$ cat src/rtl/sprite_animator.sv
// Box-sprite animator: draw, hold for a number of frame ticks, erase, step one pixel per axis.
// Pixel outputs are registered from the next-state decision, so they line up with the state they describe.
module sprite_animator #(
  parameter int X_W             = 8,
  parameter int Y_W             = 7,
  parameter int SCREEN_W        = 160,
  parameter int SCREEN_H        = 120,
  parameter int BOX_W           = 4,
  parameter int BOX_H           = 4,
  parameter int FRAME_DIV       = 833334,
  parameter int FRAMES_PER_STEP = 4,
  parameter logic [2:0] BG_COLOUR = 3'b000
) (
  input  logic           clock,
  input  logic           reset_n,
  input  logic           load,
  input  logic           go,
  input  logic           stop,
  input  logic           mode,
  input  logic [X_W-1:0] x_in,
  input  logic [Y_W-1:0] y_in,
  input  logic [2:0]     colour_in,
  input  logic           x_dir_in,
  input  logic           y_dir_in,
  output logic [X_W-1:0] x_out,
  output logic [Y_W-1:0] y_out,
  output logic [2:0]     colour_out,
  output logic           plot,
  output logic           busy,
  output logic           step_pulse
);

  localparam int NPIX  = BOX_W * BOX_H;
  localparam int PIX_W = (NPIX > 1) ? $clog2(NPIX) : 1;
  localparam int COL_W = (BOX_W > 1) ? $clog2(BOX_W) : 1;
  localparam int ROW_W = (BOX_H > 1) ? $clog2(BOX_H) : 1;
  localparam int DIV_W = (FRAME_DIV > 1) ? $clog2(FRAME_DIV) : 1;
  localparam int FRM_W = (FRAMES_PER_STEP > 1) ? $clog2(FRAMES_PER_STEP) : 1;

  localparam logic [X_W-1:0] X_MAX = X_W'(SCREEN_W - BOX_W);
  localparam logic [Y_W-1:0] Y_MAX = Y_W'(SCREEN_H - BOX_H);
  localparam logic [X_W-1:0] X_ONE = X_W'(1);
  localparam logic [Y_W-1:0] Y_ONE = Y_W'(1);

  localparam logic [PIX_W-1:0] PIX_LAST = PIX_W'(NPIX - 1);
  localparam logic [COL_W-1:0] COL_LAST = COL_W'(BOX_W - 1);
  localparam logic [DIV_W-1:0] DIV_LAST = DIV_W'(FRAME_DIV - 1);
  localparam logic [FRM_W-1:0] FRM_LAST = FRM_W'(FRAMES_PER_STEP - 1);

  typedef enum logic [2:0] {
    S_IDLE,
    S_DRAW,
    S_WAIT,
    S_ERASE,
    S_MOVE
  } state_t;

  state_t           state, state_nxt;
  logic [X_W-1:0]   x_pos, x_pos_nxt;
  logic [Y_W-1:0]   y_pos, y_pos_nxt;
  logic             x_dir, x_dir_nxt;
  logic             y_dir, y_dir_nxt;
  logic [2:0]       colour, colour_nxt;
  logic             stop_pending, stop_pending_nxt;
  logic [PIX_W-1:0] pix, pix_nxt;
  logic [COL_W-1:0] col, col_nxt;
  logic [ROW_W-1:0] row, row_nxt;
  logic [DIV_W-1:0] div_cnt, div_cnt_nxt;
  logic [FRM_W-1:0] frm_cnt, frm_cnt_nxt;
  logic             last_pix;
  logic             plot_nxt;

  assign last_pix = (pix == PIX_LAST);
  assign plot_nxt = (state_nxt == S_DRAW) || (state_nxt == S_ERASE);

  always_ff @(posedge clock) begin
    if (!reset_n) begin
      state        <= S_IDLE;
      x_pos        <= '0;
      y_pos        <= '0;
      x_dir        <= 1'b0;
      y_dir        <= 1'b0;
      colour       <= '0;
      stop_pending <= 1'b0;
      pix          <= '0;
      col          <= '0;
      row          <= '0;
      div_cnt      <= '0;
      frm_cnt      <= '0;
      x_out        <= '0;
      y_out        <= '0;
      colour_out   <= '0;
      plot         <= 1'b0;
      busy         <= 1'b0;
      step_pulse   <= 1'b0;
    end else begin
      state        <= state_nxt;
      x_pos        <= x_pos_nxt;
      y_pos        <= y_pos_nxt;
      x_dir        <= x_dir_nxt;
      y_dir        <= y_dir_nxt;
      colour       <= colour_nxt;
      stop_pending <= stop_pending_nxt;
      pix          <= pix_nxt;
      col          <= col_nxt;
      row          <= row_nxt;
      div_cnt      <= div_cnt_nxt;
      frm_cnt      <= frm_cnt_nxt;
      plot         <= plot_nxt;
      busy         <= (state_nxt != S_IDLE);
      step_pulse   <= (state_nxt == S_MOVE);
      // Coordinates and colour hold their last value while not plotting.
      if (plot_nxt) begin
        x_out      <= x_pos_nxt + X_W'(col_nxt);
        y_out      <= y_pos_nxt + Y_W'(row_nxt);
        colour_out <= (state_nxt == S_DRAW) ? colour_nxt : BG_COLOUR;
      end
    end
  end

  always_comb begin
    state_nxt        = state;
    x_pos_nxt        = x_pos;
    y_pos_nxt        = y_pos;
    x_dir_nxt        = x_dir;
    y_dir_nxt        = y_dir;
    colour_nxt       = colour;
    stop_pending_nxt = stop_pending | (stop && (state != S_IDLE));
    pix_nxt          = pix;
    col_nxt          = col;
    row_nxt          = row;
    div_cnt_nxt      = div_cnt;
    frm_cnt_nxt      = frm_cnt;

    // Sweep counters advance in DRAW/ERASE and fall back to zero after the last pixel.
    if ((state == S_DRAW) || (state == S_ERASE)) begin
      if (last_pix) begin
        pix_nxt = '0;
        col_nxt = '0;
        row_nxt = '0;
      end else begin
        pix_nxt = pix + PIX_W'(1);
        if (col == COL_LAST) begin
          col_nxt = '0;
          row_nxt = row + ROW_W'(1);
        end else begin
          col_nxt = col + COL_W'(1);
        end
      end
    end

    case (state)
      S_IDLE: begin
        if (load) begin
          x_pos_nxt  = (x_in > X_MAX) ? X_MAX : x_in;
          y_pos_nxt  = (y_in > Y_MAX) ? Y_MAX : y_in;
          colour_nxt = colour_in;
          x_dir_nxt  = x_dir_in;
          y_dir_nxt  = y_dir_in;
        end
        if (go) state_nxt = S_DRAW;
      end

      S_DRAW: begin
        if (last_pix) begin
          state_nxt   = S_WAIT;
          div_cnt_nxt = '0;
          frm_cnt_nxt = '0;
        end
      end

      S_WAIT: begin
        if (div_cnt == DIV_LAST) begin
          div_cnt_nxt = '0;
          if (frm_cnt == FRM_LAST) state_nxt = S_ERASE;
          else                     frm_cnt_nxt = frm_cnt + FRM_W'(1);
        end else begin
          div_cnt_nxt = div_cnt + DIV_W'(1);
        end
      end

      S_ERASE: begin
        if (last_pix) begin
          if (stop_pending_nxt) begin
            state_nxt        = S_IDLE;
            stop_pending_nxt = 1'b0;
          end else begin
            state_nxt = S_MOVE;
          end
        end
      end

      S_MOVE: begin
        state_nxt = S_DRAW;
        if (!mode) begin
          if (!x_dir) x_pos_nxt = (x_pos >= X_MAX) ? '0 : x_pos + X_ONE;
          else        x_pos_nxt = (x_pos == '0) ? X_MAX : x_pos - X_ONE;
          if (!y_dir) y_pos_nxt = (y_pos >= Y_MAX) ? '0 : y_pos + Y_ONE;
          else        y_pos_nxt = (y_pos == '0) ? Y_MAX : y_pos - Y_ONE;
        end else begin
          // Bounce: a blocked step reverses the axis and moves one pixel back.
          if (!x_dir) begin
            if (x_pos >= X_MAX) begin
              x_dir_nxt = 1'b1;
              x_pos_nxt = (X_MAX == '0) ? '0 : X_MAX - X_ONE;
            end else begin
              x_pos_nxt = x_pos + X_ONE;
            end
          end else begin
            if (x_pos == '0) begin
              x_dir_nxt = 1'b0;
              x_pos_nxt = (X_MAX == '0) ? '0 : X_ONE;
            end else begin
              x_pos_nxt = x_pos - X_ONE;
            end
          end
          if (!y_dir) begin
            if (y_pos >= Y_MAX) begin
              y_dir_nxt = 1'b1;
              y_pos_nxt = (Y_MAX == '0) ? '0 : Y_MAX - Y_ONE;
            end else begin
              y_pos_nxt = y_pos + Y_ONE;
            end
          end else begin
            if (y_pos == '0) begin
              y_dir_nxt = 1'b0;
              y_pos_nxt = (Y_MAX == '0) ? '0 : Y_ONE;
            end else begin
              y_pos_nxt = y_pos - Y_ONE;
            end
          end
        end
      end

      default: state_nxt = S_IDLE;
    endcase
  end

endmodule
$ cat config.mk
export PLATFORM = sky130hd
export DESIGN_NAME = sprite_animator
export DESIGN_NICKNAME = d
export VERILOG_FILES = /design/src/rtl/sprite_animator.sv
export SDC_FILE = /design/constraint.sdc
export NUM_CORES = 1
export LEC_CHECK = 0
export ABC_AREA = 0
export CORE_MARGIN = 5
export CORE_UTILIZATION = 30
export CTS_BUF_LIST = sky130_fd_sc_hd__clkbuf_8
export CTS_CLUSTER_SIZE = 10
export DETAILED_ROUTE_END_ITERATION = 16
export DONT_BUFFER_PORTS = 1
export GPL_TIMING_DRIVEN = 0
export SETUP_SLACK_MARGIN = 0.3
export SLEW_MARGIN = 5
export SYNTH_ARGS = -nofsm -noshare
export SYNTH_HDL_FRONTEND = slang
export SYNTH_SLANG_ARGS = --single-unit
$ cat constraint.sdc
create_clock -name clock -period 6.3 [get_ports clock]
set_input_delay 0.945 -clock clock [delete_from_list [all_inputs] [get_ports clock]]
set_output_delay 0.945 -clock clock [all_outputs]
set_load 0.02 [all_outputs]
## Yosys cells after proc, flatten, opt, wreduce, memory -nomap -nowiden

Index checks and enable logic that the tools add are counted.

| cells by class | value |
|---|---|
| add/sub/neg operators | 11 |
| multipliers | 0 |
| divide/modulo/power cells | 0 |
| order comparisons | 4 |
| equal/unequal tests | 16 |
| shift-type cells | 0 |
| mux-type cells | 58 |
| bitwise logic cells | 1 |
| reduce and logical (&&, ||, !) cells | 13 |

Operators with widths:

| kind | count |
|---|---|
| $mux 8 | 9 |
| $mux 7 | 9 |
| $mux 20 | 2 |
| $pmux 20 s2 | 1 |
| $mux 3 | 9 |
| $add 20x1->20 const B | 1 |
| $eq 20x20->1 const B | 1 |
| $mux 2 | 9 |
| $pmux 8 s2 | 1 |
| $pmux 3 s5 | 1 |
| $pmux 7 s2 | 1 |
| $mux 1 | 12 |
| $ne 2x2->1 const B | 5 |
| $eq 3x2->1 const B | 3 |
| $add 8x1->8 const B | 1 |
| $add 8x2->8 | 1 |
| $ge 8x8->1 const B | 1 |
| $gt 8x8->1 const B | 1 |
| $logic_not 8->1 | 1 |
| $sub 8x1->8 const B | 1 |
| $add 7x1->7 const B | 1 |
| $add 7x2->7 | 1 |
| $ge 7x7->1 const B | 1 |
| $gt 7x7->1 const B | 1 |
| 20 further kinds | 29 |

| storage, ports and cells | value |
|---|---|
| register bits | 75 |
| bits in latches | 0 |
| RAM bits | 0 |
| ROM bits | 0 |
| input bits | 26 |
| output and inout port bits | 21 |
| memories kept | 0 |

## Logic depth before layout (Yosys ltp)

Gate-level depths: netlist of run 1.

| depth | value |
|---|---|
| word-level depth | 8 |
| gate-level depth with buffers | 13 |
| gate-level depth less buffers | 13 |

## Least setup slack after synthesis of run 1

OpenSTA, ideal clock, no wires.

| timing path | value |
|---|---|
| kind | input-to-reg |
| start | input mode |
| end | register x_out[7] |
| library setup time | 84 ps |
| arrival time | 2993 ps |
| slack | 3223 ps |
| stages on the path | 10 |
| path buffers | 1 |
| cells stage by stage | buf_2 clkinv_1 o21ai_0 o21ai_0 a222oi_1 ha_1 a21o_1 and3_1 and3b_1 o31ai_2 |

| between the ends | value |
|---|---|
| longest elaborated chain between the ends | 3 |

RTL lines:

| element | RTL line | text |
|---|---|---|
| from (decl) | 19 | `input logic mode,` |
| $mux 8 | 195 | `if (!mode) begin` |
| $pmux 8 s2 | 152 | `case (state)` |
| net x_pos_nxt[1] | 59 | `logic [X_W-1:0] x_pos, x_pos_nxt;` |
| $add 8x2->8 | 114 | `x_out <= x_pos_nxt + X_W'(col_nxt);` |
| to (signal assigned) | 114 |  |
| to (decl) | 25 | `output logic [X_W-1:0] x_out,` |

The timed path passes the listed nets, and every way through them passes these cells.
A chain may end at the register's enable or synchronous reset.

## Final worst setup path of run 1

| timing path | value |
|---|---|
| start | register x_pos[0] |
| end | register x_out[4] |

| between the ends | value |
|---|---|
| longest elaborated chain between the ends | 6 |

RTL lines:

| element | RTL line | text |
|---|---|---|
| from (decl) | 59 |  |
| from (signal assigned) | 98 | `x_pos <= x_pos_nxt;` |
| $add 8x1->8, or another cell as far along | 196, 207 |  |
| $mux 8, on equally long branches | - |  |
| $mux 8, on equally long branches | 196, 202 |  |
| $mux 8 | 195 |  |
| $pmux 8 s2 (*) | 152 |  |
| net x_pos_nxt[0] | 59 |  |
| $add 8x2->8 (*) | 114 |  |

The timed path passes the listed nets; every way through them passes the cells marked *.

==> results of run 1 <==
[through the flow]
stage / power (uW) / area [sq um] / std cells / util [%]
floorplan: 709 / 4670 / 591 / -
global placement: 768 / 4930 / 802 / 32.3
detailed placement: 771 / 4930 / 802 / 32.3
CTS: 1220 / 5160 / 818 / 33.8
global route: 1270 / 5160 / 818 / 33.8
finish: 1210 / 5160 / 818 / 33.8
[registers in the layout, indices dropped and copies added, names as in the netlist]
name          count
pix               4
stop_pending      1
frm_cnt           2
x_out             8
colour_out        3
colour            3
y_dir             1
busy              1
plot              1
y_pos             7
y_out             7
col               2
row               2
state             3
x_pos             8
div_cnt          20
step_pulse        1
x_dir             1
[cell usage in the layout (no fill, tap or decap), types with 3 or more instances in the layout]
cell / count
o31ai_1: 4
xnor2_1: 11
o21ai_1: 3
nand3_1: 35
xor2_1: 4
a22oi_1: 3
nand2b_1: 4
a41oi_1: 5
o21ai_0: 32
inv_1: 21
a211oi_1: 11
nand2_1: 50
o211ai_1: 6
nor3b_1: 4
a21o_1: 7
clkbuf_8: 9
clkbuf_1: 23
bufinv_16: 3
a311oi_1: 6
a21oi_1: 42
or3_1: 5
and3_1: 10
nor2_1: 66
buf_2: 8
ha_1: 14
dfxtp_1: 75
nor4_1: 6
a31oi_1: 13
nand4_1: 6
or4b_1: 3
mux2i_1: 8
nor3_1: 17
a221oi_1: 5
o22ai_1: 5
and2_1: 14
nor2b_1: 5
[metal layers]
metal	up-vias	share of wire [%]
met1	2219	43
met3	28	8.0
li1	2220	-
met5	-	0.088
met4	2	2.3
met2	178	46
[power breakdown]
part           total (uW)  switching (uW)  internal (uW)
registers             539            39.6            499
logic                 224             141           83.3
clock network         446             186            260
[logic make-up after synthesis]
kind of cell             after synthesis  share of synthesized area (%)
multiplexers                           8                           1.72
AO/OA/AOI/OAI                        176                           25.9
AND/OR/NAND/NOR                      247                           27.9
XOR/XNOR                              15                           2.81
adder cells (fa/ha/maj)               16                           4.61
flip-flops                            75                           32.2
buffers and inverters                 54                           4.88
[worst max path at each step]
stage | to | slack, ps | from | cells past startpoint
finish | x_out[4] | 2790 | x_pos[0] | 13
global route | x_out[4] | 2590 | x_pos[0] | 13
CTS | x_out[4] | 2840 | x_pos[0] | 13
detailed placement | x_out[7] | 2680 | mode | 10
global placement | x_out[7] | 2710 | mode | 10
floorplan | x_out[7] | 3220 | mode | 10
[worst reg2reg max path, delay by kind of cell (launching register included)]
family	cells	cell delay, ps
flops	1	410
xor+xnor	1	130
compound gates	3	530
mux	1	200
fa+ha+maj	3	1000
buf+inv	1	140
simple gates	4	1030
[layout make-up]
| cell class | count | share of cell area (%) |
|---|---|---|
| clock buffers | 9 | 2.40 |
| multi-input cells | 462 | 56.9 |
| clock inverters | 7 | 2.13 |
| flip-flops and latches | 75 | 29.1 |
| inverters | 20 | 1.45 |
| well taps | 211 | 5.11 |
| plain buffers | 34 | 2.96 |
==> flow_results.org, run 1 <==
** Worst hold path
- Worst hold endpoint :: colour[1]
- The worst hold path begins at colour[1].
- Counting instances, the worst hold path has a depth of 2.
- Hold Path Class :: reg2reg

** Clock tree
- TritonCTS clock tree :: yes
- Counting the buffers created by CTS gives 9.
- For the worst-skew pair, the clock arrives at the later sink with an insertion delay of 360 ps.
- In this run, post-CTS hold repair placed 0 buffers.
- CTS built an H-tree with a depth of 3.
- The clock passes through at most 2 buffers.
- The number of gates resized after CTS was 0.
- The number of setup buffers added after CTS is 0.
- CTS placed an instance of clkbuf_8 at the clock tree root.
- Sink count of the clock tree :: 75
- After clock tree synthesis, the clock-pin slew on the worst setup and hold paths is 80 ps.

** Yosys
- Cell with the most instances after synthesis :: dfxtp_1
- Post-synthesis net count :: 633
- Top cells by count, synth :: 75 x dfxtp_1, 66 x nor2_1, 50 x nand2_1
- The synthesized design contains 75 register bits.
- Mean post-synth cell area :: ~8 sq um
- Number of warnings issued by yosys :: 0
- Proportion of register bits with asynchronous set or reset after synthesis :: 0%
- Most common flop cell mapped by yosys :: dfxtp_1
- The synthesized netlist contains 78 unique library cells.
- Seq/Total Area, Yosys :: about a third
- Mapped Area :: roughly 4700 sq um
- Leading area contributor after synthesis :: dfxtp_1
- Yosys mapped a number of flops with a built-in enable equal to 0.
- Sorting the synthesized cells by area gives the leading types as dfxtp_1 32%, nor2_1 5.3%, a21oi_1 4.5%.
- Synthesis produced a netlist whose cell count is 591.
- In this run the biggest area consumer among cell types represents ~32% of the synthesized area.

** Floorplan
- The core region is ~15,000 sq um.
- Once the floorplan was initialized, standard cells occupied a little over 30% of the core.
- 47 I/O pins were placed.
- From bottom edge to top edge, the die measures approximately 130 microns.
- Full die area :: 18,200 sq um
- The initialized floorplan defines 45 standard-cell rows.
- The floorplan step set the die width to between 100 and 150 microns.

** GRT
- Global-route wire length before repair :: between 20,000 and 25,000 microns
- Busiest metal layer after global routing :: met2
- Summed over all layers, the global routing overflow is 0.
- Global routing consumed, over all layers together, around 16% of the routing resources.
- GR Util met3 :: under 10%
- The number of global-route vias before repair is approximately 4,300.
- Met1 usage in global routing :: between 20% and 30%
- The number of antenna violations at the first check in global routing was 1.
- Global routing consumed, on the met2 layer, roughly a quarter of the routing resources.
- Entering global routing, the biggest net connects 13 pins.

** Layout
- The multi-input combinational cells in the finished layout cover a total of between 2000 and 3000 sq um.
- Storage element area :: between 1500 and 2000 sq um
- The final layout contains roughly 640 nets.
- The repair_antennas step left the layout with diodes totalling 0.
- In the final layout, the share of cells above drive strength 1 is a little under 7%.
- Area Overhead vs Synth :: 10.7%
- Number of filler instances in the final layout :: 1,598

** Worst setup path
- CP bufs+invs :: 1
- In this run the worst path has a maximum fanout of 7.
- Worst reg2reg path startpoint :: x_pos[0]
- For the worst setup path, the data arrival time is approximately 3800 ps.
- The worst setup path is launched from a flip-flop.
- For this run, the slowest stage of the critical path takes around 500 ps.
- Worst EP required :: between 6000 and 7000 ps
- Slack of the worst reg-to-reg path :: between 2000 and 3000 ps
- Top delay family on crit path :: simple AND/OR/NAND/NOR gates
- The signal on the critical path passes through inv_1 > ha_1 > or4b_4 > nor2_1 > nand2_1 > o21ai_0 > mux2i_1 > o21ai_0 > ha_1 > fa_1 > and4bb_1 > xnor2_1 > a211oi_1.
- Category of the most critical setup path :: reg2reg
- The number of cells on the worst reg-to-reg path is 13.
- Kind of end point of the critical path :: flip-flop
- Endpoint of the worst register-to-register path :: x_out[4]
- The slowest stage of the critical path is the or4b_4 cell.

** Route
- Initial drt markers :: roughly 340
- Total iterations of the first detailed-routing run :: 6
- Detailed-route via count :: 4,647
- The count of nets left with antenna violations once routing finished came out at 0.
- For this block, the routed nets add up to 14,700 microns of wire.
- After detailed routing, the average wire length per cell comes to approximately 18 microns.
- After detailed routing, the number of vias per cell comes to 5.68.
- Post-route DRC :: 0

** Timing
- Worst-case hold slack :: ~460 ps
- Dividing the final minimum period by the clock period gives a little under three fifths.
- The number of hold-slack violations in the final timing report came to 0.
- Slew HR :: between 30% and 40%
- Max Clock Skew :: around 6.0 ps
- Setup TNS Final :: 0 ps
- Timing-limited maximum frequency :: between 200 and 300 MHz
- The count of pins over their slew limit is 0.
- The routed design could run at a clock period as short as between 3000 and 4000 ps.
- Setup violations remaining at the end of the flow were counted as 0.
- Post-route setup slack :: 2790 ps
- Actual slew at the worst max-slew pin :: 1030 ps
- Setup repair after global routing left no endpoint under its margin.

** Placement
- The count of buffers added on input and output ports is 0.
- At the end of routability-driven placement, the weighted congestion stood at approximately 0.92.
- Setup slack after placement :: 2680 ps
- Detailed placement finished with a half-perimeter wire length of ~11,000 microns.

** Power
- The analysis attributes to cell leakage a power of roughly 0.0019 uW.
- Maximum VDD drop :: roughly 0.00013 V
- Power Dens Cells :: 234 nW/um^2

** Outcome
- Run status :: complete, no violations

** Run
- The tool flagged a number of max-cap violations equal to 0.
Note: power is estimated with default switching activity, not from simulation.
==> run 2, diff against run 1 <==
==> constraint.sdc (replaced) <==
create_clock -name clock -period 2.81 [get_ports clock]
set_input_delay 0.4215 -clock clock [delete_from_list [all_inputs] [get_ports clock]]
set_output_delay 0.4215 -clock clock [all_outputs]
set_load 0.02 [all_outputs]
==> run 2 against run 1 <==
Compared with the run above:
- the run now ends with setup timing left
- routed wire length increased by 2.3%
- fmax increased by 20%
- highest routed layer unchanged
- die area unchanged
==> flow_results.org, run 2 (synthesis gave the netlist of run 1 again) <==
** Clock tree
- The number of buffers created by CTS was 9 (unchanged).
- Maximum count of clock buffers along a single path :: 2 (unchanged)
- The clock transition time at the flip-flop clock pins of the worst setup and hold paths is 90 ps (was 80 ps).
- The number of buffers inserted by hold repair at cts was 0 (unchanged).
- The cell chosen for the clock root is clkbuf_8 (unchanged).
- Clock latency reported for the late side of the worst-skew pair :: 370 ps (was 360 ps)
- The total number of H-tree levels came to 3 (unchanged).
- TritonCTS clock tree :: yes (unchanged)
- The clock sink count was 75 (unchanged).

** Layout
- Cell area after layout :: 5490 sq um (was 5160 sq um)
- The number of flip-flops under the largest register name was 20 (unchanged).
- Commonest non-fill, non-tap cells in the layout: 71 x dfxtp_1, 62 x nor2_1, 48 x nand2_1 (was 75 x dfxtp_1, 66 x nor2_1, 50 x nand2_1).
- Top register by number of flip-flops :: div_cnt (unchanged)
- Final standard cell utilization of the core :: 36.0% (was 33.8%)
- The number of nets in the finished design is 665 (was 644).
- Number of filler instances in the final layout :: 1,592 (was 1,598)
- The fraction of layout cells with a size suffix above 1 was 16.9% (was 6.75%).
- Multi-input combinational cell area :: 3100 sq um (was 2940 sq um)
- Largest registers ranked by flip-flop count :: div_cnt: 20 flops, x_out: 8 flops, x_pos: 8 flops (unchanged)
- Area Overhead vs Synth :: 17.7% (was 10.7%)
- The most common cell after layout, fill and taps aside is dfxtp_1 (unchanged).
- Storage element area :: 1520 sq um (was 1500 sq um)
- Number of diodes added for antenna fixing :: 0 (unchanged)

** Route
- Total iterations of the first detailed-routing run :: 5 (was 6)
- The number of DRC markers after the initial detailed-route iteration was 396 (was 344).
- The mean routed wirelength per cell is 18.0 microns (about the same).
- Post-route DRC :: 0 (unchanged)
- Vias per std cell :: 5.68 (about the same)
- Final Routed Wirelength :: 15,100 microns (was 14,700 microns)
- The number of routed nets with antenna violations is 0 (unchanged).
- Detailed-route via count :: 4,764 (was 4,647)

** GRT
- GR Overflow Total :: 0 (unchanged)
- Global-route wire length before repair :: 23,700 microns (was 23,500 microns)
- Total global routing track utilization :: 16.4% (was 16.3%)
- Largest net degree at the start of global routing :: 14 (was 13)
- The number of global-route vias before repair was 4,492 (was 4,323).
- The number of antenna violations at the first check in global routing is 1 (unchanged).

** Timing
- Worst-case hold slack :: 169 ps (was 465 ps)
- Post-route setup slack :: -112 ps (was 2790 ps)
- Slew Viols, Final :: 0 (unchanged)
- The number of hold-slack violations in the final timing report was 0 (unchanged).
- Final worst-path cycle share :: 104% (was 55.8%)
- Setup TNS Final :: -617 ps (was 0 ps)
- The upper clock frequency limit was 342 MHz (was 285 MHz).
- The transition at the pin with the smallest max-transition slack is 972 ps (was 1030 ps).
- Minimum period implied by the final worst setup slack :: 2920 ps (was 3510 ps)
- RSZ-0062 raised after global routing: yes (was no).
- Finish-stage setup viols :: 9 (was 0)
- Max Clock Skew :: 18.1 ps (was 6.02 ps)
- The worst relative slew slack came to 35.2% (was 31.2%).

** Worst setup path
- Critical Path Slowest Stage Cell :: or4b_4 (unchanged)
- The worst stage delay on the critical path came to 480 ps (was 500 ps).
- The required time of the critical path came to 3090 ps (was 6580 ps).
- Sequence of cells on the critical path: inv_4 > ha_4 > or4b_4 > nor2_4 > buf_4 > o21ai_0 > o21ai_1 > a222oi_1 > buf_4 > buf_4 > fa_2 > and4bb_1 > xnor2_1 > a211oi_1 (was inv_1 > ha_1 > or4b_4 > nor2_1 > nand2_1 > o21ai_0 > mux2i_1 > o21ai_0 > ha_1 > fa_1 > and4bb_1 > xnor2_1 > a211oi_1).
- CP Data Arrival Time :: 3210 ps (was 3790 ps)
- Critical path startpoint category :: flip-flop (unchanged)
- The peak fanout along the critical path came to 3 (was 7).
- Most used cell, CP :: buf_4
- The endpoint kind of the worst setup timing path is a flip-flop (unchanged).
- The category of cells accounting for the largest share of critical-path delay is simple AND/OR/NAND/NOR gates (unchanged).
- The number of buffer and inverter instances along the worst setup path was 4 (was 1).
- Category of the most critical setup path :: reg2reg (unchanged)

** Floorplan
- The number of placement rows came to 45 (unchanged).
- Area inside the core boundary :: 15,300 sq um (unchanged)
- Full die area :: 18,200 sq um (unchanged)
- The initial core utilization is 30.6% (unchanged).
- Vertical extent of the die :: 135 microns (unchanged)
- Boundary pin count :: 47 (unchanged)
- Width of the die :: 135 microns (unchanged)

** Power
- The leakage power figure was 0.00205 uW (was 0.00188 uW).
- The power share of the sequential group came to 45.6% (was 44.6%).
- The internal portion of total power came to 1790 uW (was 842 uW).
- The switching share of total power is 32.2% (was 30.3%).
- Proportion of power drawn by the clock network :: 32.0% (was 36.9%)
- The portion of total power attributed to combinational logic was 22.5% (was 18.6%).
- The worst IR drop on VDD is 0.000241 V (was 0.000135 V).
- Sw Pwr :: 851 uW (was 366 uW)
- The power density over the cells is 481 nW/um^2 (was 234 nW/um^2).

** Placement
- The routability congestion estimate was 0.902 (was 0.919).
- The half-perimeter wire length of the detailed placement result came to 11,100 microns (about the same).
- The number of I/O port buffers came to 0 (unchanged).
- The total placed instance area came to 5020 sq um (was 4930 sq um).

** Outcome
- Run status: finished, violations left (was complete, no violations).
- The final reports fail on setup timing.

** Worst hold path
- Hold Path Class :: in2reg (was reg2reg)

** Run
- Max-cap violation count :: 0 (unchanged)
run 2: routing by layer:
metal / up-vias / share of wire [%] / global-route usage, %
met3: 28 / 7.9 / 5.40
met4: 2 / 2.2 / 5.09
met1: 2276 / 43 / 20.4
li1: 2266 / - / -
met5: - / 0.086 / 0
met2: 192 / 47 / 27.0
run 2: final timing paths:
path                            startpoint        end  slack, ps  depth (start not counted)
worst min-delay path                  stop   state[2]        170                          1
worst min register to register   colour[0]  colour[0]        470                          2
worst max register to register    x_pos[1]   x_out[4]       -110                         14
worst max-delay path              x_pos[1]   x_out[4]       -110                         14
run 2: power groups by stage:
stage	combinational (uW)	sequential, uW	clock [uW]
2_1_floorplan	400	1210	0
3_3_place_gp	518	1230	0
3_5_place_dp	518	1240	0
4_1_cts	573	1200	875
5_1_grt	646	1210	925
6_report	594	1200	844
run 2: final cells by class:
class | instances | area share [%]
Clock inverter | 6 | 1.07
Inverter | 20 | 1.55
Buffer | 34 | 3.10
Tap cell | 211 | 4.81
Multi-Input combinational cell | 462 | 56.5
Clock buffer | 10 | 2.51
Sequential cell | 75 | 27.6
Timing Repair Buffer | 21 | 2.87
run 2: repair_timing:
item | CTS | global route
setup endpoints to repair | 19 | 37
resized for setup | 13 | 27
buffers inserted | 18 | 3
pin swaps | 20 | 10
run 2: per-stage QoR:
stage               power (uW)  instances  worst slack [ps]
detailed placement        1750        802              -344
global route              2780        839              -262
finish                    2640        839              -112
global placement          1750        802              -283
CTS                       2650        836              -112
floorplan                 1610        591              40.3
run 2: worst reg2reg max path, delay by kind of cell, from the launching register on:
kind                     cells  cell delay [ps]
adder cells (fa/ha/maj)      2              550
buffers and inverters        4              520
flip-flops                   1              370
AND/OR/NAND/NOR              3              810
XOR/XNOR                     1              120
AO/OA/AOI/OAI                4              470
